<file path="src/rtl/four_bit_down_counter.sv">
// four_bit_down_counter
// Loadable down counter used as a programmable countdown/interval timer.
// Software loads a start value; the counter decrements on each enabled clock
// and flags terminal count with a one-cycle borrow pulse.
// Optional feature macro: FOUR_BIT_DOWN_COUNTER_AUTO_RELOAD_EN
//   undefined : one-shot, stops in EXPIRED after reaching 0
//   defined   : free-running, reloads the last loaded value after 0
module four_bit_down_counter #(
  parameter int unsigned WIDTH = 4
) (
  input  logic             clk,
  input  logic             reset,
  input  logic             in,
  input  logic             load,
  input  logic [WIDTH-1:0] load_val,
  output logic [WIDTH-1:0] count,
  output logic             zero,
  output logic             borrow,
  output logic             busy
);

  typedef enum logic [1:0] {
    IDLE    = 2'b00,
    RUN     = 2'b01,
    EXPIRED = 2'b10
  } state_t;

  localparam logic [WIDTH-1:0] ONE = WIDTH'(1);

  state_t           r_state;
  logic [WIDTH-1:0] r_count;
  logic             r_borrow;
  logic             r_busy;
`ifdef FOUR_BIT_DOWN_COUNTER_AUTO_RELOAD_EN
  logic [WIDTH-1:0] r_reload;
`endif

  // Control FSM and counter datapath; load wins over everything but reset
  always_ff @(posedge clk or posedge reset) begin
    if (reset) begin
      r_state  <= IDLE;
      r_count  <= '0;
      r_borrow <= 1'b0;
      r_busy   <= 1'b0;
`ifdef FOUR_BIT_DOWN_COUNTER_AUTO_RELOAD_EN
      r_reload <= '0;
`endif
    end else begin
      r_borrow <= 1'b0;
      if (load) begin
        r_count  <= load_val;
`ifdef FOUR_BIT_DOWN_COUNTER_AUTO_RELOAD_EN
        r_reload <= load_val;
`endif
        if (load_val != '0) begin
          r_state <= RUN;
          r_busy  <= 1'b1;
        end else begin
          r_state <= IDLE;
          r_busy  <= 1'b0;
        end
      end else begin
        case (r_state)
          IDLE: begin
            r_busy <= 1'b0;
          end
          RUN: begin
            r_busy <= 1'b1;
            if (in) begin
              if (r_count > ONE) begin
                r_count <= r_count - ONE;
              end else if (r_count == ONE) begin
                r_count  <= '0;
                r_borrow <= 1'b1;
`ifndef FOUR_BIT_DOWN_COUNTER_AUTO_RELOAD_EN
                r_state  <= EXPIRED;
                r_busy   <= 1'b0;
`endif
              end else begin
`ifdef FOUR_BIT_DOWN_COUNTER_AUTO_RELOAD_EN
                r_count <= r_reload;
`else
                r_count <= r_count;
`endif
              end
            end
          end
          EXPIRED: begin
            r_busy <= 1'b0;
          end
          default: begin
            r_state <= IDLE;
            r_busy  <= 1'b0;
          end
        endcase
      end
    end
  end

  // Terminal-count flag is decoded directly from the count register
  always_comb begin
    zero = (r_count == '0);
  end

  assign count  = r_count;
  assign borrow = r_borrow;
  assign busy   = r_busy;

endmodule

</file>
<file path="config.mk">
export PLATFORM = sky130hd
export DESIGN_NAME = four_bit_down_counter
export DESIGN_NICKNAME = d
export VERILOG_FILES = /design/src/rtl/four_bit_down_counter.sv
export SDC_FILE = /design/constraint.sdc
export NUM_CORES = 1
export LEC_CHECK = 0
export CAP_MARGIN = 20
export CORE_UTILIZATION = 35
export DETAILED_ROUTE_END_ITERATION = 8
export GPL_TIMING_DRIVEN = 0
export PLACE_DENSITY = 0.71
export SYNTH_ARGS = -nofsm -noshare
export SYNTH_HDL_FRONTEND = slang
export SYNTH_SLANG_ARGS = --single-unit
</file>
<file path="constraint.sdc">
create_clock -name clk -period 4.2 [get_ports clk]
set_input_delay 0.42 -clock clk [delete_from_list [all_inputs] [get_ports clk]]
set_output_delay 0.42 -clock clk [all_outputs]
set_load 0.01 [all_outputs]
</file>
### Word level (Yosys, flattened, before mapping)

Cells that the tools add are included.

* input port bits: 8
* output and inout port bits: 7
* bits in registers: 8
* word-level logic and storage cells: 44

* reductions and logical operators: 9
* multiplexer cells: 22
* add/subtract/negate cells: 1
* $lt $le $gt $ge: 1
* equal/unequal tests: 7

Operators with widths (number)
* $mux 4: 5
* $mux 1: 12
* $ne 3x3->1 const B: 3
* $mux 2: 4
* $eq 4x1->1 const B: 1
* $gt 4x1->1 const B: 1
* $logic_not 4->1: 1
* $pmux 2 s2: 1
* $reduce_and 4->1: 1
* $reduce_bool 2->1: 2
* $reduce_bool 4->1: 1
* $sub 4x1->4 const B: 1
* $reduce_and 3->1: 1
* $reduce_bool 3->1: 1
* $eq 2x1->1 const B: 1
* $eq 2x2->1 const B: 1
* $logic_not 2->1: 1
* $ne 2x1->1 const B: 1
* $reduce_or 2->1: 1

### Logic depth before layout (Yosys ltp)

Gate-level depths: netlist of run 1.

* depth in word-level cells: 6
* mapped depth: 5
* depth with buffers taken out: 5

### Worst setup path before layout of run 1

No wires, ideal clock.

* kind: reg-to-reg
* start: register r_count[1] (netlist: count[1])
* end: register r_count[1] (netlist: count[1])
* data arrival time: 1.293 ns
* cell stages (with the launch flop): 6
* setup time: 0.090 ns
* required time: 4.110 ns
* buffers on the path: 0
* period minus slack after synthesis: 1.384 ns
* slack: 2.816 ns
* path through: dfrtp_1 -> inv_1 -> ha_1 -> nor4b_1 -> o21ai_0 -> o221ai_1

* longest elaborated chain between the ends: 5
* elaborated cells between the ends (all ways): 9
* those cells by class: add/sub: 1; order compare: 1; eq/ne: 1; mux: 4; reduce/logical: 2

Ends and longest elaborated chain
* from (decl): RTL line 31 `logic [WIDTH-1:0] r_count;`
* from (signal assigned): RTL line 51 `r_count <= load_val;`
* from (signal assigned): RTL line 71 `r_count <= r_count - ONE;`
* from (signal assigned): RTL line 83 `r_count <= r_count;`
* $sub 4x1->4 or $gt 4x1->1 (tied branches): RTL line 71, 70
* $mux 4: RTL line 70 `if (r_count > ONE) begin`
* $mux 4: RTL line 69 `if (in) begin`
* $mux 4: RTL line 63 `case (r_state)`
* $mux 4: RTL line 50 `if (load) begin`

Several ways; a longest one is shown, not always the timed one. The select of a mux whose other input is x is not followed.
A chain may end at the register's enable or synchronous reset.

### Worst setup path in the final report of run 1

* start: register r_count[0] (netlist: count[0])
* end: output port zero

* longest elaborated chain between the ends: 1

Ends and longest elaborated chain
* $logic_not 4->1: RTL line 102 `zero = (r_count == '0);`
* to (decl): RTL line 17 `output logic zero,`

No other way between the ends.

==> flow_metrics.py, run 1 <==
metrics = {
    "logic_synthesis": {
        "ys_seq_area_share_pct": 42.1,
        "synth_top_family_by_area": "compound AO/OA/AOI/OAI gates",
        "synthMuxAreaShare_pct": 0,
        "syn_inst": 50,
        "synth_compound_area_share_pct": 23.9,
        "synth_xor_area_share_pct": 0,
        "synthAdderAreaFrac_pct": 7.89,
        "synthSimpleGateAreaFrac_pct": 20.5,
        "yosysWarnings": 0,
        "ys_ff_latch": 8,
        "netlist_area_um2": 475,
        "synth_area_per_cell_um2": 9.51,
        "yosysUniqueCellTypes": 22,
        "syn_nets": 61,
    },
    "detailed_routing": {
        "first_iter_violations": 23,
        "dr.pass1.iters": 4,
        "drc": 0,
        "ant_nets": 0,
        "detail_route.wl_per_cell_um": 13.1,
        "via_per_inst": 5.71,
        "drt-total-wl_mm": 1.05,
        "vias": 457,
    },
    "sta": {
        "layout_min_cycle_time_ns": 2.02,
        "skew_ns": 0.00529,
        "setup_tns_ns": 0,
        "drv_slew": 0,
        "setup_ws_ns": 2.18,
        "max_freq_mhz": 496,
        "slew_headroom_pct": 71.1,
        "worst_pin_slew_ns": 0.428,
        "rsz0062_at_grt": "false",
        "finalSetupViolCount": 0,
        "min_period_over_period_pct": 48.0,
        "finalHoldViolCount": 0,
    },
    "place": {
        "numPortBuffers": 13,
        "pre_cts_ws_ns": 2.46,
        "place.gp.congestion": 0.824,
        "hpwl_um": 796,
        "dp_cells": 77,
    },
    "setup_path": {
        "start_kind": "flip-flop",
        "crit_type": "flip-flop to output pin",
        "rrSetupSlack_ns": 2.70,
        "crit_fanout": 7,
        "worstPathArrival_ns": 1.60,
        "required_ns": 3.78,
        "critPathCaptureType": "output pin",
    },
    "floorplanning": {
        "fp.coreArea_um2": 1190,
        "die-area_um2": 1510,
        "start_util_pct": 40.1,
        "die_w_um": 38.9,
        "die_h_um": 38.9,
        "top_level_ports": 15,
        "row_count": 12,
    },
    "clock_network": {
        "clkTransAtPathRegs_ns": 0.05,
        "htree_levels": 1,
        "tritoncts": "built",
        "cts_resized": 0,
        "root_buffer": "clkbuf_4",
        "clock-sinks": 8,
        "post_cts_buffers": 0,
        "postCtsHoldBufs": 0,
        "clkLatencyLatePin_ns": 0.25,
        "cts_max_path_buffers": 2,
        "numCtsBuffers": 3,
    },
    "final_layout": {
        "synthToLayoutAreaGrowth_pct": 35.8,
        "n_antenna_cell": 0,
        "drive_gt1_share_pct": 6.06,
        "fin_cells": 80,
        "nFillCells": 109,
        "fin_nets": 79,
    },
    "global_route": {
        "grt_max_degree": 11,
        "track_usage_pct": 17.6,
        "grt_pass1_wl_mm": 1.74,
        "antenna_found_initial": 0,
        "grt_pass1_vias": 418,
        "overflow": 0,
    },
    "pwr": {
        "power.total_w": 0.000217,
        "p_leak_nw": 0.267,
        "ir_worst_vdd_uv": 184,
        "power_density_nw_per_um2": 336,
    },
    "outcome": {
        "outcome": "finished clean",
    },
    "worst_hold_path": {
        "hp-class": "primary input to asynchronous set/reset pin",
    },
    "run": {
        "maxCapViolations": 0,
    },
}
## cell type report
| cell class | instances | area, um^2 | share of cell area (%) |
|---|---|---|---|
| multi-input combinational | 35 | 249 | 38.6 |
| sequential | 8 | 200 | 31.0 |
| timing repair buffer | 13 | 130 | 20.2 |
| clock buffer | 3 | 22.5 | 3.49 |
| inverter | 6 | 22.5 | 3.49 |
| tap | 14 | 17.5 | 2.71 |
| buffer | 1 | 3.75 | 0.581 |
## final timing paths
kind,start,endpoint,cells past startpoint
max reg2reg,count[0],count[2],5
min reg2reg,r_state[1],r_state[0],1
max in group asynchronous,reset,r_state[1],2
min,reset,r_state[0],2
min in group clk,load,r_state[1],2
max,count[0],zero,4
## worst max-delay path: stages, from the launching register on
cell             delay, ns
dfrtp_1               0.45
inv_1                 0.11
ha_1                  0.19
and2_1                0.12
clkdlybuf4s50_1       0.46
## synth_stat cells (all sizes together)
master / count / area [um^2]
o221ai: 1 / 8.76
inv: 6 / 22.5
nor3b: 1 / 12.5
nand2: 5 / 18.8
o2111ai: 1 / 8.76
a31oi: 1 / 6.26
nor4b: 1 / 8.76
or4: 1 / 7.51
o21ai: 1 / 5.00
o41ai: 3 / 26.3
clkbuf: 1 / 3.75
o31ai: 1 / 7.51
o311ai: 1 / 8.76
nor2: 3 / 11.3
nand3b: 1 / 7.51
nor4: 1 / 6.26
a21oi: 1 / 5.00
o211ai: 5 / 37.5
and2: 3 / 18.8
or2: 1 / 6.26
ha: 3 / 37.5
dfrtp: 8 / 200
## registers in the layout, summed over array words and instances, names as in the netlist
register / cells
r_state: 2
count: 4
borrow: 1
busy: 1
## layout by cell type, fill, tap and decap left out, drive strengths merged, types with 3 or more instances in the layout
master / instances
inv: 6
clkbuf: 4
o41ai: 3
and2: 3
nand2: 5
ha: 3
clkdlybuf4s50: 13
o211ai: 5
dfrtp: 8
nor2: 3
## cell families after synthesis
group / count (synthesis)
AO/OA/AOI/OAI: 15
adder cells (fa/ha/maj): 3
AND/OR/NAND/NOR: 17
flip-flops: 8
buffers and inverters: 7
## routing by layer
layer,routed length (um),global-route usage [%]
met1,439,20.8
met2,516,29.2
met3,71,5.20
met4,19,7.76
met5,0,0
## metrics by stage
step	utilization, %	hold slack (ns)	instance area [um^2]
global placement	52.5	0.564	623
finish	54.4	0.413	646
CTS	54.4	0.420	646
detailed placement	52.5	0.568	623
global route	54.4	0.425	646
floorplan	-	0.236	475
## power breakdown
group	internal, W	switching [W]	total, W
logic	0.0000328	0.0000306	0.0000634
clock network	0.0000327	0.0000255	0.0000582
registers	0.0000848	0.0000105	0.0000953
Note: power is estimated with default switching activity, not from simulation.
==> inputs of run 2 (changes only) <==
clock period = 1.9 ns   (was 4.2 ns; I/O delays follow)
==> run 2 against run 1 <==
Total power is 120% higher. Critical path depth stayed put. Sequential power up 120%. Clock power increased by 120%. Hold slack worse by 0.23 ns. Via count did not move. Setup slack lost 2.0 ns. Routed wire length is the same. First-iteration DRC count stayed put. Critical path type unchanged. Highest routed layer unchanged.
==> flow_metrics.py, run 2 (same netlist as run 1, synthesis figures left out) <==
metrics = {
    "clock_network": {
        "htree_levels": 1,
        "cts_max_path_buffers": 2,
        "tritoncts": "built",
        "clkLatencyLatePin_ns": 0.25,
        "clock-sinks": 8,
        "clkTransAtPathRegs_ns": 0.05,
        "root_buffer": "clkbuf_4",
        "numCtsBuffers": 3,
        "postCtsHoldBufs": 0,
    },
    "sta": {
        "min_period_over_period_pct": 92.5,
        "skew_ns": 0.00529,
        "max_freq_mhz": 569,
        "worst_pin_slew_ns": 0.428,
        "rsz0062_at_grt": "false",
        "drv_slew": 0,
        "slew_headroom_pct": 71.1,
        "finalSetupViolCount": 0,
        "layout_min_cycle_time_ns": 1.76,
        "setup_tns_ns": 0,
        "finalHoldViolCount": 0,
    },
    "global_route": {
        "antenna_found_initial": 0,
        "overflow": 0,
        "grt_max_degree": 11,
        "grt_pass1_vias": 418,
        "track_usage_pct": 17.6,
        "grt_pass1_wl_mm": 1.74,
    },
    "detailed_routing": {
        "drc": 0,
        "via_per_inst": 5.71,
        "highest_layer": "met4",
        "wl_met3_um": 71,
        "dr.pass1.iters": 5,
        "wl_met1_um": 439,
        "detail_route.wl_per_cell_um": 13.1,
        "drt-total-wl_mm": 1.05,
        "ant_nets": 0,
        "dr_wl_met2_um": 516,
        "first_iter_violations": 23,
        "vias": 457,
    },
    "final_layout": {
        "fin_cells": 80,
        "fin_util_pct": 54.5,
        "drive_gt1_share_pct": 7.58,
        "final_cell_mix": "clkdlybuf4s50_1 (13), dfrtp_1 (7), inv_1 (6)",
        "synthToLayoutAreaGrowth_pct": 36.1,
        "largest_reg_flops": 4,
        "n_antenna_cell": 0,
        "stdcell_area_um2": 647,
        "fin_nets": 79,
        "final_common_cell": "clkdlybuf4s50_1",
    },
    "setup_path": {
        "worstPathArrival_ns": 1.57,
        "path_cells": "inv_1 > ha_1 > and2_1 > clkdlybuf4s50_1",
        "r2r_start": "count[0]",
        "rr_endpoint": "count[1]",
        "required_ns": 1.71,
        "cp_num_buf_inv": 2,
        "max_stage_delay_ns": 0.52,
        "critPathCaptureType": "output pin",
        "start_kind": "flip-flop",
        "crit_fanout": 7,
        "crit_type": "flip-flop to output pin",
        "reg2reg_depth": 5,
        "rrSetupSlack_ns": 0.43,
        "cp_slowest_cell": "clkdlybuf4s50_1",
        "crit_family": "buffers and inverters",
    },
    "pwr": {
        "p_leak_nw": 0.266,
        "power_density_nw_per_um2": 742,
        "power.total_w": 0.000480,
        "ir_worst_vdd_uv": 408,
    },
    "floorplanning": {
        "row_count": 12,
        "start_util_pct": 40.1,
        "die-area_um2": 1510,
        "die_h_um": 38.9,
        "fp.coreArea_um2": 1190,
        "die_w_um": 38.9,
        "top_level_ports": 15,
    },
    "place": {
        "place.gp.congestion": 0.824,
        "place_area_um2": 623,
        "numPortBuffers": 13,
        "hpwl_um": 796,
        "dp_cells": 77,
    },
    "run": {
        "maxCapViolations": 0,
    },
    "outcome": {
        "outcome": "finished clean",
    },
    "worst_hold_path": {
        "hp-class": "primary input to asynchronous set/reset pin",
    },
}
run 2: cell count changes in the layout (fill, tap and decap cells not counted):
cell and change:
dfrtp_1 -1, dfrtp_2 +1
run 2: power breakdown:
part           total (W)  internal, W  switching (W)  leakage, nW
clock           0.000129    0.0000722      0.0000564       0.0138
sequential      0.000211     0.000188      0.0000232       0.0974
combinational   0.000140    0.0000726      0.0000677        0.155
total           0.000480     0.000333       0.000147        0.266
run 2: layer usage:
layer  GRT usage, %  vias up
met5              0        -
met4           7.76        0
met3           5.20        2
met2           29.2       22
met1           20.8      210
li1               -      223
run 2: worst max-delay path by stage:
stage	cells past startpoint	startpoint	slack [ns]	to
finish	4	count[0]	0.14	zero
global placement	4	count[0]	0.41	zero
global route	4	count[0]	0.04	zero
floorplan	5	count[1]	0.52	count[1]
detailed placement	4	count[0]	0.39	zero
CTS	4	count[0]	0.09	zero
run 2: stage by stage:
stage / hold WS [ns] / worst slack [ns]
finish: 0.183 / 0.143
detailed placement: 0.460 / 0.389
CTS: 0.190 / 0.0903
global route: 0.195 / 0.0396
global placement: 0.464 / 0.410
floorplan: 0.00566 / 0.516
run 2: cell type report:
type / count / area, um^2
plain buffers: 1 / 3.75
well taps: 14 / 17.5
clock buffers: 3 / 22.5
fillers: 110 / 539
inverters: 6 / 22.5
multi-input cells: 35 / 249
repair buffers: 13 / 130
flip-flops and latches: 8 / 201
run 2: timing repair:
action / 4_1_cts / 5_1_grt
setup buffers: 0 / 0
endpoints found under the setup margin: 0 / 1
resized for setup: 0 / 1
==> inputs of run 3 (changes only) <==
--- a/config.mk
+++ b/config.mk
@@ -12,2 +12,3 @@
 export PLACE_DENSITY = 0.71
+export SLEW_MARGIN = 15
 export SYNTH_ARGS = -nofsm -noshare
==> constraint.sdc (replaced) <==
create_clock -name clk -period 1.9 [get_ports clk]
set_input_delay 0.285 -clock clk [delete_from_list [all_inputs] [get_ports clk]]
set_output_delay 0.285 -clock clk [all_outputs]
set_load 0.01 [all_outputs]
==> run 3 against run 2 <==
Setup slack improved by 0.15 ns. Fmax rose by 9.4%. Global-route usage did not move. Clock power barely moved. Count of clock-buffer cells in the layout did not move. Total power rose by 1.9%. Flip-flop and latch count did not move. Combinational power rose by 7%. Critical endpoint is now count[2].
==> flow_metrics.py, run 3 (same netlist as run 1, synthesis figures left out) <==
metrics = {
    "floorplanning": {
        "top_level_ports": 15,
        "start_util_pct": 40.1,
        "row_count": 12,
        "fp.coreArea_um2": 1190,
        "die-area_um2": 1510,
        "die_w_um": 38.9,
        "die_h_um": 38.9,
    },
    "final_layout": {
        "final_common_cell": "clkdlybuf4s50_1",
        "largest_reg_flops": 4,
        "fin_nets": 81,
        "fin_cells": 82,
        "final_cell_mix": "clkdlybuf4s50_1 (12), dfrtp_1 (7), inv_1 (5), o211ai_1 (5), nand2_1 (5)",
        "n_antenna_cell": 0,
        "drive_gt1_share_pct": 11.8,
        "synthToLayoutAreaGrowth_pct": 39.7,
        "nFillCells": 107,
    },
    "setup_path": {
        "max_stage_delay_ns": 0.58,
        "crit_type": "flip-flop to output pin",
        "cp_slowest_cell": "clkdlybuf4s50_1",
        "crit_family": "buffers and inverters",
        "start_kind": "flip-flop",
        "worstPathArrival_ns": 1.32,
        "cp_num_buf_inv": 1,
        "crit_fanout": 8,
        "critPathCaptureType": "output pin",
        "required_ns": 1.62,
        "path_cells": "clkdlybuf4s50_1",
    },
    "detailed_routing": {
        "drc": 0,
        "vias": 467,
        "dr.pass1.iters": 4,
        "ant_nets": 0,
        "via_per_inst": 5.70,
        "drt-total-wl_mm": 1.05,
        "first_iter_violations": 27,
        "detail_route.wl_per_cell_um": 12.8,
    },
    "sta": {
        "slew_headroom_pct": 71.1,
        "setup_tns_ns": 0,
        "max_freq_mhz": 623,
        "min_period_over_period_pct": 84.5,
        "drv_slew": 0,
        "worst_pin_slew_ns": 0.428,
        "skew_ns": 0.00579,
        "layout_min_cycle_time_ns": 1.61,
        "finalSetupViolCount": 0,
        "finalHoldViolCount": 0,
        "rsz0062_at_grt": "false",
    },
    "global_route": {
        "grt_max_degree": 11,
        "overflow": 0,
        "grt_pass1_vias": 418,
        "antenna_found_initial": 0,
        "grt_pass1_wl_mm": 1.74,
        "track_usage_pct": 17.6,
    },
    "clock_network": {
        "clkTransAtPathRegs_ns": 0.06,
        "clkLatencyLatePin_ns": 0.25,
        "postCtsHoldBufs": 0,
        "root_buffer": "clkbuf_4",
        "clock-sinks": 8,
        "tritoncts": "built",
        "htree_levels": 1,
        "numCtsBuffers": 3,
        "cts_max_path_buffers": 2,
    },
    "worst_hold_path": {
        "hp-class": "primary input to asynchronous set/reset pin",
    },
    "place": {
        "dp_cells": 77,
        "numPortBuffers": 13,
        "hpwl_um": 796,
        "place.gp.congestion": 0.824,
    },
    "pwr": {
        "p_leak_nw": 0.291,
        "power_density_nw_per_um2": 737,
        "ir_worst_vdd_uv": 405,
    },
    "outcome": {
        "outcome": "finished clean",
    },
    "run": {
        "maxCapViolations": 0,
    },
}
run 3: cell count changes in the layout (fill, tap and decap cells not counted), sizes merged:
cell	delta
buf	+2
dlymetal6s2s	+1
clkdlybuf4s50	-1
run 3: where the power goes:
| part | internal [W] | switching [W] | total (W) |
|---|---|---|---|
| logic | 0.0000790 | 0.0000708 | 0.000150 |
| clock network | 0.0000722 | 0.0000567 | 0.000129 |
| registers | 0.000188 | 0.0000228 | 0.000211 |
| total | 0.000339 | 0.000150 | 0.000489 |
run 3: worst paths after layout:
check / startpoint / slack [ns] / depth (start not counted) / to
max: count[2] / 0.29 / 1 / count[2]
min: reset / 0.28 / 2 / r_state[0]
max reg2reg: count[0] / 0.44 / 5 / count[1]
min reg2reg: r_state[1] / 0.57 / 1 / r_state[0]
max in group asynchronous: reset / 1.37 / 2 / count[0]
min in group clk: load / 0.42 / 2 / r_state[1]
run 3: area by class of cell:
cell class | instances | area (um^2) | area share, %
buffer | 1 | 3.75 | 0.565
clock buffer | 3 | 22.5 | 3.39
tap | 14 | 17.5 | 2.64
timing repair buffer | 15 | 148 | 22.2
sequential | 8 | 201 | 30.3
inverter | 6 | 22.5 | 3.39
multi-input combinational | 35 | 249 | 37.5
run 3: metrics by stage:
step	util (%)	hold WS, ns	worst slack (ns)	area [um^2]	power, W
floorplan	-	0.101	0.516	475	0.000285
global placement	52.5	0.559	0.315	623	0.000350
detailed placement	52.5	0.555	0.294	623	0.000352
CTS	54.5	0.285	0.0248	647	0.000486
global route	56.0	0.290	0.235	664	0.000524
finish	56.0	0.278	0.295	664	0.000489
run 3: layer usage:
metal,GRT usage [%],vias up,routed length [um]
met5,0,-,0
met4,7.76,0,25
met3,5.20,4,74
met2,29.2,27,514
met1,20.8,209,438
li1,-,227,-
run 3: worst reg2reg max path, stage by stage (launching register included):
cell      delay (ns)
dfrtp_2         0.43
inv_1           0.10
ha_1            0.21
nor4b_1         0.32
o21ai_0         0.14
o221ai_1        0.17
run 3: repair_timing:
| action | 4_1_cts | 5_1_grt |
|---|---|---|
| buffers inserted | 0 | 2 |
| endpoints found under the setup margin | 1 | 1 |
| resized for setup | 1 | 2 |
